===== config.mk =====
export PLATFORM = sky130hd
export DESIGN_NAME = cass_player
export DESIGN_NICKNAME = d
export VERILOG_FILES = /design/src/rtl/cass_player.sv
export SDC_FILE = /design/constraint.sdc
export NUM_CORES = 1
export LEC_CHECK = 0
export CAP_MARGIN = 10
export CORE_MARGIN = 4
export CORE_UTILIZATION = 45
export CTS_CLUSTER_SIZE = 20
export DETAILED_ROUTE_END_ITERATION = 10
export DONT_BUFFER_PORTS = 1
export PLACE_DENSITY = 0.64
export REMOVE_ABC_BUFFERS = 1
export SYNTH_ARGS = -nofsm -noshare
export SYNTH_HDL_FRONTEND = slang
export SYNTH_SLANG_ARGS = --single-unit

===== constraint.sdc =====
create_clock -name clk -period 2.2 [get_ports clk]
set_clock_uncertainty 0.1 [all_clocks]
set_input_delay 0.33 -clock clk [delete_from_list [all_inputs] [get_ports clk]]
set_output_delay 0.33 -clock clk [all_outputs]
set_load 0.01 [all_outputs]

===== src/rtl/cass_player.sv =====
// Level II 500-baud cassette playback: leader, 0xA5 sync, then ROM bytes as clock/data pulses,
// plus the port 0xFF pulse-detect latch. Define CASS_LOOP_EN to auto-rewind after a silent cell.
module cass_player #(
    parameter int ADDR_W       = 14,
    parameter int LEN          = 16384,
    parameter int CELL         = 3500,
    parameter int PULSE_W      = 200,
    parameter int LEADER_BYTES = 256
) (
    input  logic              clk,
    input  logic              reset,
    input  logic              ce,
    input  logic              motor,
    input  logic              rewind,
    input  logic              latch_clr,
    output logic [ADDR_W-1:0] rom_addr,
    input  logic [7:0]        rom_data,
    output logic              cass_pulse,
    output logic              cass_latch,
    output logic              busy,
    output logic              done
);
    localparam int CNT_W  = 12;
    localparam int BC_MAX = (LEADER_BYTES > LEN) ? LEADER_BYTES : LEN;
    localparam int BC_W   = $clog2(BC_MAX + 1);

    localparam logic [CNT_W-1:0]  CELL_LAST   = CNT_W'(CELL - 1);
    localparam logic [CNT_W-1:0]  HALF        = CNT_W'(CELL / 2);
    localparam logic [CNT_W-1:0]  HALF_END    = CNT_W'(CELL / 2 + PULSE_W);
    localparam logic [CNT_W-1:0]  PW          = CNT_W'(PULSE_W);
    localparam logic [BC_W-1:0]   LEADER_LAST = BC_W'(LEADER_BYTES - 1);
    localparam logic [BC_W-1:0]   DATA_LAST   = BC_W'(LEN - 1);
    localparam logic [ADDR_W-1:0] ADDR_LAST   = ADDR_W'(LEN - 1);

    typedef enum logic [2:0] {IDLE, LEADER, SYNC, DATA, DONE} state_t;

    state_t           state;
    logic [CNT_W-1:0] cell_cnt;
    logic [2:0]       bit_idx;
    logic [7:0]       shift;
    logic [BC_W-1:0]  byte_cnt;

    logic [CNT_W-1:0] cnt_inc;
    logic             cell_end;
    logic             last_byte;
    logic             in_window;
    logic             pulse_next;

    assign cnt_inc   = cell_cnt + 1'b1;
    assign cell_end  = (cell_cnt == CELL_LAST);
    assign last_byte = (byte_cnt == DATA_LAST);
    assign in_window = (cnt_inc < PW) || (shift[7] && (cnt_inc >= HALF) && (cnt_inc < HALF_END));

    // Pulse level for the state the next clk will hold; also drives the latch rising-edge detect.
    always_comb begin
        pulse_next = 1'b0;
        if (!rewind) begin
            case (state)
                IDLE: pulse_next = ce && motor;
                LEADER, SYNC, DATA: begin
                    if (!motor)
                        pulse_next = 1'b0;
                    else if (!ce)
                        pulse_next = cass_pulse;
                    else if (!cell_end)
                        pulse_next = in_window;
                    else
                        pulse_next = !((state == DATA) && (bit_idx == 3'd0) && last_byte);
                end
`ifdef CASS_LOOP_EN
                DONE: pulse_next = ce && cell_end && motor;
`else
                DONE: pulse_next = 1'b0;
`endif
                default: pulse_next = 1'b0;
            endcase
        end
    end

    always_ff @(posedge clk or posedge reset) begin
        if (reset) begin
            state      <= IDLE;
            rom_addr   <= '0;
            cass_pulse <= 1'b0;
            busy       <= 1'b0;
            done       <= 1'b0;
            cell_cnt   <= '0;
            bit_idx    <= '0;
            shift      <= '0;
            byte_cnt   <= '0;
        end else begin
            cass_pulse <= pulse_next;
            if (rewind) begin
                state    <= IDLE;
                rom_addr <= '0;
                busy     <= 1'b0;
                done     <= 1'b0;
                cell_cnt <= '0;
                bit_idx  <= '0;
                byte_cnt <= '0;
            end else begin
                case (state)
                    IDLE: begin
                        if (ce && motor) begin
                            state    <= LEADER;
                            busy     <= 1'b1;
                            shift    <= 8'h00;
                            byte_cnt <= '0;
                            cell_cnt <= '0;
                            bit_idx  <= 3'd7;
                        end
                    end
                    LEADER, SYNC, DATA: begin
                        if (motor && ce) begin
                            if (!cell_end) begin
                                cell_cnt <= cnt_inc;
                            end else if (bit_idx != 3'd0) begin
                                cell_cnt <= '0;
                                bit_idx  <= bit_idx - 3'd1;
                                shift    <= {shift[6:0], 1'b0};
                            end else begin
                                // Byte boundary: the next byte is loaded on the same ce that ends bit 0.
                                cell_cnt <= '0;
                                bit_idx  <= 3'd7;
                                case (state)
                                    LEADER: begin
                                        if (byte_cnt == LEADER_LAST) begin
                                            state    <= SYNC;
                                            shift    <= 8'hA5;
                                            byte_cnt <= '0;
                                        end else begin
                                            shift    <= 8'h00;
                                            byte_cnt <= byte_cnt + 1'b1;
                                        end
                                    end
                                    SYNC: begin
                                        state    <= DATA;
                                        shift    <= rom_data;
                                        byte_cnt <= '0;
                                        if (rom_addr != ADDR_LAST)
                                            rom_addr <= rom_addr + 1'b1;
                                    end
                                    default: begin
                                        if (last_byte) begin
                                            state <= DONE;
                                            busy  <= 1'b0;
                                            done  <= 1'b1;
                                        end else begin
                                            shift    <= rom_data;
                                            byte_cnt <= byte_cnt + 1'b1;
                                            if (rom_addr != ADDR_LAST)
                                                rom_addr <= rom_addr + 1'b1;
                                        end
                                    end
                                endcase
                            end
                        end
                    end
`ifdef CASS_LOOP_EN
                    DONE: begin
                        // One silent cell, then start over from the top of the tape.
                        if (ce) begin
                            if (!cell_end) begin
                                cell_cnt <= cnt_inc;
                            end else begin
                                cell_cnt <= '0;
                                rom_addr <= '0;
                                done     <= 1'b0;
                                if (motor) begin
                                    state    <= LEADER;
                                    busy     <= 1'b1;
                                    shift    <= 8'h00;
                                    byte_cnt <= '0;
                                    bit_idx  <= 3'd7;
                                end else begin
                                    state <= IDLE;
                                end
                            end
                        end
                    end
`else
                    DONE: done <= 1'b1;
`endif
                    default: state <= IDLE;
                endcase
            end
        end
    end

    // Set wins over clear so a pulse arriving with OUT 0xFF is never lost.
    always_ff @(posedge clk or posedge reset) begin
        if (reset)
            cass_latch <= 1'b0;
        else if (pulse_next && !cass_pulse)
            cass_latch <= 1'b1;
        else if (latch_clr)
            cass_latch <= 1'b0;
    end
endmodule

# After elaboration in Yosys (flattened, before gate mapping)
# Cells that the tools add are included.
totals:
  regBits: 59
classes:
  addsub: 4
  magnitude_cmp: 3
  eq_ne: 25
  n_mux: 67
  n_bitwise: 1
  reduce_logical: 29
ops:
  columns: ["operator", "count"]
  rows:
  - ["2-to-1 mux 15 bit", 7]
  - ["2-to-1 mux 14 bit", 7]
  - ["case mux 15 bit (2 select lines)", 2]
  - ["2-to-1 mux 12 bit", 4]
  - ["2-to-1 mux 8 bit", 6]
  - ["2-to-1 mux 3 bit", 12]
  - ["case mux 8 bit (2 select lines)", 2]
  - ["case mux 14 bit (2 select lines)", 1]
  - ["case mux 12 bit (2 select lines)", 1]
  - ["AND reduction 6 bit", 4]
  - ["2-to-1 mux 1 bit", 19]
  - ["!= test 3 bit (second input constant)", 6]
  - ["adder 15 x 1 -> 15 bit (second input constant)", 1]
  - ["== test 15 x 14 -> 1 bit (second input constant)", 1]
  - ["== test 15 x 8 -> 1 bit (second input constant)", 1]
  - ["!= test 5 bit (second input constant)", 3]
  - ["adder 14 x 1 -> 14 bit (second input constant)", 1]
  - ["!= test 14 bit (second input constant)", 1]
  - ["AND reduction 7 bit", 2]
  - ["adder 12 x 1 -> 12 bit (second input constant)", 1]
  - ["== test 12 bit (second input constant)", 1]
  - [">= comparator 12 x 11 -> 1 bit (second input constant)", 1]
  - ["< comparator 12 x 11 -> 1 bit (second input constant)", 1]
  - ["< comparator 12 x 8 -> 1 bit (second input constant)", 1]
  - ["21 further kinds", 43]

# Longest topological paths before layout
# Gate-level depths: netlist of run 1.
depth:
  word_depth: 12
  depth_mapped: 9

# Worst setup path before layout of run 1
# OpenSTA, ideal clock, no wires.
synth_timing:
  path_type: "register to register"
  from: "register byte_cnt[0]"
  to: "register byte_cnt[12]"
  setup_time_ps: 130
  arrival_ps: 2045
  t_required_ps: 1970
  path_slack_ps: -75
  stages_incl_launch_ff: 9
  n_path_buf: 1
  period_less_slack_ps: 2275
  path_cell_list: "dfrtp_1 -> ha_1 -> nand3_1 -> or3_1 -> o31ai_2 -> buf_2 -> nor2_1 -> o21ai_0 -> o31ai_2"
synth_between:
  elab_chain_cells: 8
  word_cells_on_any_way: 13
synth_lines:
  columns: ["element", "line", "rtl"]
  rows:
  - ["from (decl)", "41", "logic [BC_W-1:0] byte_cnt;"]
  - ["from (signal assigned)", "133", "byte_cnt <= byte_cnt + 1'b1;"]
  - ["from (signal assigned)", "150", "byte_cnt <= byte_cnt + 1'b1;"]
  - ["adder 15 x 1 -> 15 bit or == test 15 x 8 -> 1 bit (tied branches)", "133, 150, 127", null]
  - ["2-to-1 mux 15 bit (on tied branches)", "144, 127", null]
  - ["case mux 15 bit (2 select lines)", "125", "case (state)"]
  - ["2-to-1 mux 15 bit", "117", "end else if (bit_idx != 3'd0) begin"]
  - ["2-to-1 mux 15 bit", "115", "if (!cell_end) begin"]
  - ["2-to-1 mux 15 bit", "114", "if (motor && ce) begin"]
  - ["case mux 15 bit (2 select lines)", "102", "case (state)"]
  - ["2-to-1 mux 15 bit", "93", "if (rewind) begin"]
# Parallel ways exist; a longest one is shown, timed or not. The select of a mux whose other input is x is not followed.
# A chain may end at the register's enable or synchronous reset.

# Worst setup path in the final report of run 1
layout_timing:
  from: "register cell_cnt[6]"
  to: "register byte_cnt[14]"
layout_between:
  elab_chain_cells: 3
layout_lines:
  columns: ["element", "line", "rtl"]
  rows:
  - ["from (decl)", "38", "logic [CNT_W-1:0] cell_cnt;"]
  - ["from (signal assigned)", "116", "cell_cnt <= cnt_inc;"]
  - ["== test 12 bit", "50", "assign cell_end = (cell_cnt == CELL_LAST);"]
  - ["!= test 3 bit (no line)", null, null]
  - ["AND reduction 6 bit (no line)", null, null]
# No other way between the ends.

==> run summary, run 1 <==
CTS buffer count -> 9
number of global-route vias before repair -> 3,629
fin nets -> 548
most frequent cells in the layout -> buf_4, dfrtp_1, nor2_1
CP required -> 2.36 ns
CP max stage delay -> 0.41 ns
core box area -> 8300 µm²
gr usage total -> 0.218
Min-Delay Path Class -> input pin to register
Net Sw Frac -> 0.326
cells along the critical path -> nand4bb_4 -> or3_4 -> a21boi_4 -> a31oi_4 -> or2_4 -> buf_4 -> o31ai_2
Final Max Slew Viols -> 0
antenna-violating nets left -> 0
RePlAce Congestion -> 0.922
die width -> 101 µm
status -> finished, violations left
critical path launch point type -> register
max cap viols -> 0
Yosys Warn Count -> 0
largest net degree at the start of global routing -> 38
HP Start -> rewind
DRC violations left -> 0
total chip power -> 3550 µW
Initial Util -> 0.465
Clk Latency, worst-skew pair -> 0.35 ns
Final Hold Fails -> 21
vias after detailed routing -> 3,848
hold-fix buffers at CTS -> 1
synthesized area -> 3860 µm²
Antenna Cells -> 0
Setup CP Type -> register to register
Static Leak -> 0.00219 µW
CP top delay family -> simple AND/OR/NAND/NOR gates
Comb pwr share -> 0.277
clock slew at reported path FFs -> 0.07 ns
Worst-Margin Slew -> 0.757 ns
Clock power frac -> 0.352
Cell Rows -> 33
final WL -> 10,800 µm
Critical Path Source -> cell_cnt[6]
Min Hold Slack -> -0.0566 ns
Power Internal -> 2400 µW
Seq/Total Area, Yosys -> 0.383
IO buf count -> 0
Die Span Y -> 101 µm
CTS tree -> built
Post-synth top flop -> dfrtp_1
Crit Path Max Fanout -> 8
RSZ-0062 raised after global routing -> true
Arr. time, crit path -> 2.37 ns
first-pass GRT wire length -> 17,700 µm
Yosys reg bits -> 59
gr ovfl total -> 0
CP max-delay cell -> or3_4
CTS root buf -> clkbuf_8
layout cells sized above 1 -> 0.287
synthesis-to-layout area growth -> 29.5%
Tcrit/Tclk final -> 1.00
final-report setup violation count -> 3
CTS Sinks -> 59
synthesized area per cell -> 8.35 µm²
Cell variety after synth -> 57
I/O pins -> 32
clk buf depth -> 2
asr flop ratio synth -> 1.00
FF/Latch Area -> 1480 µm²
first drt pass iteration count -> 5
register share of total power -> 0.371
dpl cells -> 613
footprint of the multi-input gates -> 2400 µm²
cell count after synthesis -> 462
final worst path period need -> 2.21 ns
setup ws final -> -0.00939 ns
Net Switching -> 1160 µW
Via density -> 6.02
CP Capture Type -> register
RR Startpoint -> cell_cnt[6]
Routed wire per std cell -> 16.9 µm
utilization after layout -> 0.602
Clock H-tree levels -> 3
Rel. slew slack -> 0.491
Die ar. -> 10,100 µm²
Post-Layout Cell Count -> 639
Post-synth EDFFs -> 0
Buf/Inv on CP -> 1
commonest non-fill, non-tap cell in the layout -> buf_4
peak supply drop -> 0.369 mV
initial antenna violation count -> 0
failing checks -> negative hold slack, negative setup slack
# fillers -> 707
DP HPWL -> 7390 µm
fmax -> 0.453 GHz
PD cells -> 711 nW/µm²
DRT iter0 DRCs -> 255
Setup TNS -> -0.0259 ns
worst reg2reg max path, delay by kind of cell, from the launching register on:
family                 cells  cell delay (ns)
buffers and inverters      1             0.16
AO/OA/AOI/OAI              3             0.47
flip-flops                 1             0.39
AND/OR/NAND/NOR            3             1.02
final cells by class:
type,count,area share
multi-input cells,364,0.480
clock inverters,5,0.0200
well taps,105,0.0263
flip-flops and latches,59,0.296
repair buffers,86,0.142
clock buffers,11,0.0283
inverters,9,0.00676
logic make-up after synthesis:
group                      count (synthesis)  synth area share
and+or+nand+nor                          212             0.288
AOI/OAI and AO/OA                        133             0.235
DFF                                       59             0.383
buffers and inverters                     39            0.0467
xor gates and xnor gates                  14            0.0318
adders and majority gates                  5            0.0162
power by group through the flow:
stage | Combinational (µW) | Clock (µW) | Sequential (µW)
final | 986 | 1250 | 1320
after global routing | 1100 | 1310 | 1330
after CTS | 928 | 1270 | 1310
after detailed placement | 916 | 0 | 1330
after global placement | 892 | 0 | 1330
after floorplan | 534 | 0 | 1320
what timing repair did:
item                       CTS  global route
pin swaps                    4            25
buffers inserted             1             8
gates cloned                 0             1
setup endpoints to repair   15            47
hold endpoints to repair    43            21
gates resized for setup     12            49
registers in the layout (all words and copies together), names as in the netlist:
register and flops:
shift 8, cass_latch 1, busy 1, state 3
rom_addr 14, bit_idx 3, cell_cnt 12, done 1
cass_pulse 1, byte_cnt 15
final timing paths:
check / endpoint / slack, ns / cells after the start
setup / recovery: byte_cnt[14] / -0.009 / 7
hold / removal: rom_addr[11] / -0.06 / 1
setup reg to reg: byte_cnt[14] / -0.009 / 7
hold reg to reg: shift[6] / 0.38 / 2
max in group asynchronous: byte_cnt[2] / 1.01 / 3
min in group asynchronous: rom_addr[6] / 0.39 / 2
cells in the mapped netlist, types with 6 or more instances:
library cell,number,share of area
nor4_1,6,0.0097
dfrtp_1,59,0.38
or3_1,10,0.016
inv_1,9,0.0088
nand2b_1,11,0.018
and3_1,14,0.023
o31ai_1,16,0.031
nor3_1,7,0.0091
a21oi_1,25,0.032
nor2_1,50,0.049
nand3_1,25,0.032
o31ai_2,6,0.019
o21ai_0,45,0.058
clkbuf_1,20,0.019
nand4_1,14,0.023
buf_2,6,0.0078
xor2_1,12,0.027
nand2_1,47,0.046
routing by layer:
layer | vias up | part of all wire | global-route usage
li1 | 1838 | - | -
met1 | 1852 | 0.44 | 0.292
met2 | 141 | 0.48 | 0.353
met3 | 17 | 0.064 | 0.0388
met4 | 0 | 0.016 | 0.0808
met5 | - | 0 | 0
metrics by stage:
step | area [µm²] | setup WS, ns
after detailed placement | 4450 | -0.123
after CTS | 4770 | -0.00167
after global routing | 5000 | -0.0866
final | 5000 | -0.00939
after floorplan | 3710 | -0.493
after global placement | 4450 | -0.0371
Power figures use the tool's default switching activity.
==> inputs of run 2 (changes only) <==
- CORE_ASPECT_RATIO: not set -> 0.9
==> run summary, run 2 (synthesized netlist as in run 1, its figures left out) <==
CTS root buf -> clkbuf_8 (unchanged)
Routed wire per std cell -> 16.3 µm (was 16.9 µm)
Final Max Slew Viols -> 0 (unchanged)
Crit path top cell by count -> buf_4
RSZ-0062 raised after global routing -> true (unchanged)
Clock H-tree levels -> 3 (unchanged)
pre-CTS setup slack -> -0.0697 ns (was -0.123 ns)
DRC violations left -> 0 (unchanged)
Crit Path Max Fanout -> 10 (was 8)
cells along the critical path -> buf_6 -> nand4_1 -> buf_4 -> buf_4 -> o21ai_1 -> a22oi_2 -> a211oi_2 -> nor3_1 -> a221oi_2 (was nand4bb_4 -> or3_4 -> a21boi_4 -> a31oi_4 -> or2_4 -> buf_4 -> o31ai_2)
CTS tree -> built (unchanged)
RePlAce Congestion -> 0.881 (was 0.922)
peak supply drop -> 0.446 mV (was 0.369 mV)
PD cells -> 646 nW/µm² (was 711 nW/µm²)
Rel. slew slack -> 0.561 (was 0.491)
most frequent cells in the layout -> buf_4, dfrtp_1, nor2_1 (unchanged)
Initial Util -> 0.471 (was 0.465)
final worst path period need -> 2.26 ns (was 2.21 ns)
CP required -> 2.33 ns (was 2.36 ns)
# fillers -> 722 (was 707)
CP max stage delay -> 0.37 ns (was 0.41 ns)
Buf/Inv on CP -> 3 (was 1)
largest net degree at the start of global routing -> 49 (was 38)
failing checks -> negative hold slack, negative setup slack (unchanged)
hold-fix buffers at CTS -> 1 (unchanged)
Clock power frac -> 0.272 (was 0.352)
Static Leak -> 0.00212 µW (was 0.00219 µW)
Arr. time, crit path -> 2.40 ns (was 2.37 ns)
layout cells sized above 1 -> 0.271 (was 0.287)
gr ovfl total -> 0 (unchanged)
fin nets -> 544 (was 548)
die width -> 106 µm (was 101 µm)
clk buf depth -> 2 (unchanged)
Biggest register -> byte_cnt (unchanged)
DRT iter0 DRCs -> 329 (was 255)
CP max-delay cell -> dfrtp_1 (was or3_4)
CP top delay family -> compound AO/OA/AOI/OAI gates (was simple AND/OR/NAND/NOR gates)
synthesis-to-layout area growth -> 27.3% (was 29.5%)
Setup TNS -> -0.120 ns (was -0.0259 ns)
Power Internal -> 2070 µW (was 2400 µW)
RR Startpoint -> cell_cnt[0] (was cell_cnt[6])
Final Hold Fails -> 21 (unchanged)
final-report setup violation count -> 4 (was 3)
Antenna Cells -> 0 (unchanged)
reg2reg end -> cass_pulse (was byte_cnt[14])
Comb pwr share -> 0.311 (was 0.277)
initial antenna violation count -> 0 (unchanged)
worst hold endpoint -> rom_addr[0] (was rom_addr[11])
Min-Delay Path Class -> input pin to register (unchanged)
DP HPWL -> 7310 µm (was 7390 µm)
Die ar. -> 10,100 µm² (about the same)
first drt pass iteration count -> 5 (unchanged)
status -> finished, violations left (unchanged)
fmax -> 0.442 GHz (was 0.453 GHz)
register share of total power -> 0.417 (was 0.371)
Via density -> 5.86 (was 6.02)
Net Sw Frac -> 0.349 (was 0.326)
CTS buffer count -> 9 (unchanged)
CP Capture Type -> register (unchanged)
vias after detailed routing -> 3,770 (was 3,848)
gr usage total -> 0.210 (was 0.218)
core box area -> 8180 µm² (was 8300 µm²)
R2R cell count -> 9 (was 7)
Setup CP Type -> register to register (unchanged)
I/O pins -> 32 (unchanged)
Largest regs -> byte_cnt: 15 flops, rom_addr: 14 flops, cell_cnt: 12 flops (unchanged)
Worst-Margin Slew -> 0.652 ns (was 0.757 ns)
Die Span Y -> 95.9 µm (was 101 µm)
first-pass GRT wire length -> 17,100 µm (was 17,700 µm)
final WL -> 10,500 µm (was 10,800 µm)
Critical Path Source -> cell_cnt[0] (was cell_cnt[6])
max cap viols -> 0 (unchanged)
Min Hold Slack -> -0.0519 ns (was -0.0566 ns)
clock slew at reported path FFs -> 0.07 ns (about the same)
Clk Latency, worst-skew pair -> 0.34 ns (was 0.35 ns)
critical path launch point type -> register (unchanged)
max reg flops -> 15 (unchanged)
Cell Rows -> 31 (was 33)
antenna-violating nets left -> 0 (unchanged)
HP Start -> rewind (unchanged)
Net Switching -> 1110 µW (was 1160 µW)
setup ws final -> -0.0640 ns (was -0.00939 ns)
commonest non-fill, non-tap cell in the layout -> buf_4 (unchanged)
CTS Sinks -> 59 (unchanged)
Worst R2R Setup Slack -> -0.06 ns (was -0.009 ns)
Tcrit/Tclk final -> 1.03 (was 1.00)
number of global-route vias before repair -> 3,485 (was 3,629)
Cells on Worst Hold Path -> 1 (unchanged)
IO buf count -> 0 (unchanged)
==> run 2: changes by cell type in the layout (fill, tap and decap cells not counted), moves of 4 or more <==
cell     previous run  this run
o21ai_0            33        22
o21ai_1            11        19
buf_4              75        68
buf_6               5         9
dfrtp_1            55        59
dfrtp_2             4         0
==> run 2: worst max-delay path by stage <==
stage / endpoint / slack (ns) / cells after the start
floorplan: byte_cnt[5] / -0.49 / 7
global placement: byte_cnt[6] / -0.002 / 8
detailed placement: cass_pulse / -0.07 / 8
CTS: cass_pulse / 0.005 / 7
global route: cass_pulse / -0.17 / 9
finish: cass_pulse / -0.06 / 9
==> run 2: area by class of cell <==
cell class / count / area [µm²] / area share
inverter: 9 / 33.8 / 0.00688
clock buffer: 11 / 151 / 0.0308
timing repair buffer: 81 / 682 / 0.139
multi-input combinational: 365 / 2410 / 0.491
sequential: 59 / 1480 / 0.300
tap: 115 / 144 / 0.0293
clock inverter: 3 / 15.0 / 0.00306
==> run 2: repair_timing <==
action | in CTS | in global routing
hold endpoints to repair | 32 | 21
cloned | 1 | 0
pin swaps | 3 | 11
setup endpoints to repair | 10 | 30
resized for setup | 9 | 65
buffers inserted | 3 | 6
==> run 2: stage by stage <==
step | instance area, µm² | hold slack, ns | total power, µW | utilization | std cells
4_1_cts | 4670 | -0.0714 | 3110 | 0.570 | 637
3_3_place_gp | 4430 | 0.0699 | 2200 | 0.541 | 618
2_1_floorplan | 3710 | 0.293 | 1860 | - | 432
3_5_place_dp | 4430 | 0.0754 | 2230 | 0.541 | 618
5_1_grt | 4910 | -0.0847 | 3390 | 0.600 | 643
6_report | 4910 | -0.0519 | 3180 | 0.600 | 643
==> run 2: power by group through the flow <==
stage	combinational, µW	clock (µW)	sequential, µW
floorplan	534	0	1320
global placement	861	0	1340
detailed placement	883	0	1340
CTS	896	891	1320
global route	1090	948	1350
finish	987	865	1320
==> run 2: layer usage <==
layer	wire (µm)	track usage	share of wire	up-vias
li1	-	-	-	1830
met1	5110	0.302	0.49	1799
met2	4610	0.313	0.44	130
met3	618	0.0617	0.059	11
met4	119	0.0475	0.011	0
met5	0	0	0	-
